### src/rtl/stopwatch_ctrl.sv
// Stopwatch control: 1 ms tick prescaler, start/stop/lap FSM, BCD digit cascade and lap latch.
// Optional macro COUNT_WRAP_EN: wrap 9.999 -> 0.000 with sticky overflow instead of saturating in DONE.
module stopwatch_ctrl #(
   parameter int TICK_DIV = 50000,
   parameter int PRESC_W  = 16
) (
   input  logic       clk,
   input  logic       clear,
   input  logic       start_stop,
   input  logic       lap_reset,
   output logic       tick_en,
   output logic       running,
   output logic       overflow,
   output logic [3:0] seconds,
   output logic [3:0] tenths,
   output logic [3:0] hundreths,
   output logic [3:0] thousandths
);

   typedef enum logic [2:0] {
      S_IDLE = 3'd0,
      S_RUN  = 3'd1,
      S_LAP  = 3'd2,
      S_STOP = 3'd3,
      S_DONE = 3'd4
   } state_t;

   localparam logic [PRESC_W-1:0] LP_TOP = PRESC_W'(TICK_DIV - 1);
`ifdef COUNT_WRAP_EN
   localparam logic LP_WRAP = 1'b1;
`else
   localparam logic LP_WRAP = 1'b0;
`endif

   state_t              r_state;
   state_t              w_state_nxt;
   logic [PRESC_W-1:0]  r_presc;
   logic [15:0]         r_live;
   logic [15:0]         r_lap;
   logic                r_ovf;
   logic [15:0]         w_live_inc;
   logic                w_tick;
   logic                w_term;
   logic                w_sat;
   logic                w_capture;
   logic                w_clear_all;
   logic                w_presc_zero;

   // Four-digit BCD increment; a digit at 9 rolls to 0 and passes the carry upward.
   function automatic logic [15:0] bcd_inc(input logic [15:0] v);
      logic [15:0] r;
      logic        c;
      r = v;
      c = 1'b1;
      for (int i = 0; i < 4; i++) begin
         if (c) begin
            if (v[4*i +: 4] == 4'd9) begin
               r[4*i +: 4] = 4'd0;
            end else begin
               r[4*i +: 4] = v[4*i +: 4] + 4'd1;
               c = 1'b0;
            end
         end else begin
            r[4*i +: 4] = v[4*i +: 4];
         end
      end
      return r;
   endfunction

   assign running    = (r_state == S_RUN) || (r_state == S_LAP);
   assign w_tick     = running && (r_presc == LP_TOP);
   assign w_term     = w_tick && (r_live == 16'h9999);
   assign w_sat      = w_term && !LP_WRAP;
   assign w_live_inc = bcd_inc(r_live);

   // Terminal count outranks the buttons; start_stop outranks lap_reset.
   always_comb begin
      w_state_nxt  = r_state;
      w_capture    = 1'b0;
      w_clear_all  = 1'b0;
      w_presc_zero = 1'b0;
      case (r_state)
         S_IDLE: begin
            if (start_stop) begin
               w_state_nxt  = S_RUN;
               w_presc_zero = 1'b1;
            end else begin
               w_state_nxt = S_IDLE;
            end
         end
         S_RUN: begin
            if (w_sat) begin
               w_state_nxt = S_DONE;
            end else if (start_stop) begin
               w_state_nxt = S_STOP;
            end else if (lap_reset) begin
               w_state_nxt = S_LAP;
               w_capture   = 1'b1;
            end else begin
               w_state_nxt = S_RUN;
            end
         end
         S_LAP: begin
            if (w_sat) begin
               w_state_nxt = S_DONE;
            end else if (start_stop) begin
               w_state_nxt = S_STOP;
            end else if (lap_reset) begin
               w_state_nxt = S_RUN;
            end else begin
               w_state_nxt = S_LAP;
            end
         end
         S_STOP: begin
            if (start_stop) begin
               w_state_nxt = S_RUN;
            end else if (lap_reset) begin
               w_state_nxt = S_IDLE;
               w_clear_all = 1'b1;
            end else begin
               w_state_nxt = S_STOP;
            end
         end
         S_DONE: begin
            if (lap_reset) begin
               w_state_nxt = S_IDLE;
               w_clear_all = 1'b1;
            end else begin
               w_state_nxt = S_DONE;
            end
         end
         default: begin
            w_state_nxt = S_IDLE;
         end
      endcase
   end

   // State register.
   always_ff @(posedge clk) begin
      if (clear) begin
         r_state <= S_IDLE;
      end else begin
         r_state <= w_state_nxt;
      end
   end

   // Prescaler, live digits, lap latch and overflow flag.
   always_ff @(posedge clk) begin
      if (clear) begin
         r_presc <= '0;
         r_live  <= 16'h0000;
         r_lap   <= 16'h0000;
         r_ovf   <= 1'b0;
      end else begin
         if (w_clear_all || w_presc_zero || w_tick) begin
            r_presc <= '0;
         end else if (running) begin
            r_presc <= r_presc + PRESC_W'(1);
         end else begin
            r_presc <= r_presc;
         end

         if (w_clear_all) begin
            r_live <= 16'h0000;
         end else if (w_tick && !w_sat) begin
            r_live <= w_live_inc;
         end else begin
            r_live <= r_live;
         end

         if (w_clear_all) begin
            r_lap <= 16'h0000;
         end else if (w_capture) begin
            r_lap <= r_live;
         end else begin
            r_lap <= r_lap;
         end

         if (w_clear_all) begin
            r_ovf <= 1'b0;
         end else if (w_term) begin
            r_ovf <= 1'b1;
         end else begin
            r_ovf <= r_ovf;
         end
      end
   end

   assign tick_en  = w_tick;
   assign overflow = r_ovf;
   assign {seconds, tenths, hundreths, thousandths} = (r_state == S_LAP) ? r_lap : r_live;

endmodule

### config.mk
export PLATFORM = sky130hd
export DESIGN_NAME = stopwatch_ctrl
export DESIGN_NICKNAME = d
export VERILOG_FILES = /design/src/rtl/stopwatch_ctrl.sv
export SDC_FILE = /design/constraint.sdc
export NUM_CORES = 1
export LEC_CHECK = 0
export CORE_UTILIZATION = 57
export CTS_BUF_LIST = sky130_fd_sc_hd__clkbuf_4 sky130_fd_sc_hd__clkbuf_8 sky130_fd_sc_hd__clkbuf_16
export CTS_CLUSTER_SIZE = 30
export DETAILED_ROUTE_END_ITERATION = 16
export GPL_ROUTABILITY_DRIVEN = 0
export PLACE_DENSITY = 0.9
export SLEW_MARGIN = 20
export SYNTH_ARGS = -nofsm -noshare
export SYNTH_HDL_FRONTEND = slang
export SYNTH_SLANG_ARGS = --single-unit
### constraint.sdc
create_clock -name clk -period 2.9 [get_ports clk]
set_clock_uncertainty 0.1 [all_clocks]
set_input_delay 0.58 -clock clk [delete_from_list [all_inputs] [get_ports clk]]
set_output_delay 0.58 -clock clk [all_outputs]
set_load 0.05 [all_outputs]
==> impl_metrics.tcl <==
set metrics [dict create \
    status "finished clean" \
    die-height_um 70.2 \
    rr_worst_depth 5 \
    endpoint_kind "output pin" \
    layout-drive-gt1-share_pct 14.7 \
    grt_pass1_wl_um 9780 \
    rrSetupSlack_ns 0.43 \
    cts_buffers 5 \
    synthTopCellsByCount "dfxtp_1 (52), nor2_1 (34), nand2_1 (29)" \
    synthDistinctLibCells 48 \
    area_delta_synth_final_pct 15.2 \
    critPathTopFamily "buffers and inverters" \
    synth_compound_area_share_pct 12.7 \
    synth_xor_area_share_pct 6.89 \
    antenna_found_initial 0 \
    tightest_slew_ns 0.792 \
    hp-class "flip-flop to flip-flop" \
    min_period_ns 2.70 \
    io_buffers 22 \
    synth-simple-area-share_pct 29.3 \
    ys.flop_type "dfxtp_1" \
    cts_setup_buffers 0 \
    fill_cells 332 \
    cp-startpoint "r_state[0]" \
    ys_ff_latch 52 \
    core-area_um2 4410 \
    fp.dieArea_um2 4930 \
    dieWidth_um 70.2 \
    postSynthAreaPerCell_um2 8.33 \
    ant_nets 0 \
    grt_usage_pct 24.6 \
    synth_largest_area_cell "dfxtp_1" \
    slew_violations 0 \
    clock_sinks 52 \
    critPathMaxStageDelay_ns 0.83 \
    wl_per_cell_um 14.8 \
    drtPass1Iterations 5 \
    cts_resized 0 \
    nets 346 \
    async_flop_share_pct 0 \
    synth_top_cell_area_share_pct 39.3 \
    vias_per_cell 6.01 \
    synthMuxAreaShare_pct 7.22 \
    min_from "r_lap[5]" \
    maxSlewHeadroom_pct 47.0 \
    dp_hpwl_um 4140 \
    seq_area_frac_synth_pct 39.3 \
    cts_tree "built" \
    required_ns 2.22 \
    io-pin-count 23 \
    synth_top_family_by_area "simple AND/OR/NAND/NOR gates" \
    grt_max_degree 24 \
    worstSetupPathType "flip-flop to output pin" \
    path_depth 3 \
    path_cells "xnor2_2 -> nor2_1 -> clkdlybuf4s50_1" \
    crit_slowest_cell "clkdlybuf4s50_1" \
    period_share_pct 93.3 \
    yosys.cell_count.top_type "dfxtp_1" \
    diodes 0 \
    fin_ws_ns 0.195 \
    num_rows 24 \
    path_max_fanout 10 \
    rsz0062_at_grt "false" \
    detailroute.via_count 2360 \
    finalSetupTns_ns 0 \
    grt_overflow 0 \
    max-clock-path-buffers 2 \
    start_kind "flip-flop" \
    drt_iter0_markers 150 \
    reg2reg_to "r_presc[14]" \
    max_freq_mhz 370 \
    setup_viol 0 \
    crit_arrival_ns 2.02 \
    clkTransAtPathRegs_ns 0.09 \
    synth-edff-count 0 \
    synthesis.instances 318 \
    holdBufCountCts 0 \
    synth_area_leaders "dfxtp_1 (39%), nor2_1 (4.8%), a21oi_1 (4.2%)" \
    yosys_warnings 0 \
    cellPowerDensity_nw_per_um2 415 \
    synth_nets 323 \
    drc_errors 0 \
    hold_viol 0 \
    total_leakage_power_nw 1.05 \
    routed_wl_um 5830 \
    crit_buf_inv 1 \
    synth-adder-area-share_pct 0.472 \
    regToRegStartpoint "r_state[0]" \
    synth.cell_area_um2 2650 \
    root_buffer "clkbuf_8" \
    ir_drop_mv 0.254 \
    htreeDepth 2 \
    grt_pass1_vias 2176 \
    crit_path_end "running" \
    max_cap_viol_count 0 \
    clk_latency_ns 0.31 \
    initial_core_util_pct 60.0 \
    pre_cts_ws_ns 0.255 \
]
## sequential cells by signal, indices dropped and copies added (netlist names)
register,flops
r_lap,16
r_live,16
r_presc,16
r_state,3
overflow,1
## worst min path at each step
stage,to,depth (start not counted)
CTS,r_lap[5],2
global route,r_lap[5],2
finish,r_lap[5],2
global placement,r_lap[7],2
floorplan,r_lap[3],2
detailed placement,r_lap[5],2
## area by class of cell
type	count	area [um^2]	share of cell area [%]
inverters	11	41.3	1.35
multi-input cells	240	1500	49.2
flip-flops and latches	52	1040	34.1
clock inverters	2	12.5	0.410
repair buffers	31	320	10.5
well taps	52	65.1	2.13
clock buffers	5	68.8	2.26
## layer usage
| metal | wire (um) | vias to the layer above | share of wire, % | GRT usage [%] |
|---|---|---|---|---|
| met5 | 0 | - | 0 | 0 |
| met4 | 71 | 0 | 1.2 | 9.78 |
| met3 | 231 | 10 | 4.0 | 5.05 |
| met2 | 2910 | 63 | 50 | 41.7 |
| met1 | 2620 | 1119 | 45 | 30.5 |
| li1 | - | 1168 | - | - |
## report_power, final
part | switching (W) | leakage (nW) | internal (W)
Sequential | 0.0000144 | 0.419 | 0.000721
Combinational | 0.0000764 | 0.594 | 0.0000490
Clock | 0.000243 | 0.0400 | 0.000164
Total | 0.000334 | 1.05 | 0.000934
## per-stage QoR
| stage | hold slack, ns | utilization [%] | power [W] | cells | cell area (um^2) |
|---|---|---|---|---|---|
| detailed placement | 0.352 | 67.3 | 0.000875 | 386 | 2970 |
| global placement | 0.340 | 67.3 | 0.000872 | 386 | 2970 |
| CTS | 0.366 | 69.1 | 0.00127 | 393 | 3050 |
| floorplan | 0.331 | - | 0.000839 | 318 | 2650 |
| global route | 0.381 | 69.1 | 0.00130 | 393 | 3050 |
| finish | 0.368 | 69.1 | 0.00127 | 393 | 3050 |
## worst min-delay path, stage by stage (launching register included)
cell	delay, ns
dfxtp_1	0.32
nand2_1	0.05
mux2i_1	0.06
## kinds of logic (layout without fill, tap and decap cells)
group / after synthesis / in the layout
mux: 18 / 18
simple gates: 142 / 142
fa+ha+maj: 1 / 1
flops: 52 / 52
buf+inv: 26 / 49
xor+xnor: 20 / 20
compound gates: 59 / 59
## placed cells by master (no fill, tap or decap), drive strengths merged, types with 2 or more instances in the layout
master / n
and3: 6
or3: 9
mux2: 9
nand2: 29
clkbuf: 5
nor3b: 4
o21ai: 26
xnor2: 13
o211ai: 3
nor2b: 4
nor4bb: 2
nand4b: 2
inv: 11
and4: 2
nor4b: 2
a21oi: 22
nor3: 8
mux2i: 9
nand3: 19
and2: 4
nor4: 2
buf: 26
nand4: 7
clkdlybuf4s50: 5
nor2: 34
dfxtp: 52
or4: 4
xor2: 7
Power figures use the tool's default switching activity.
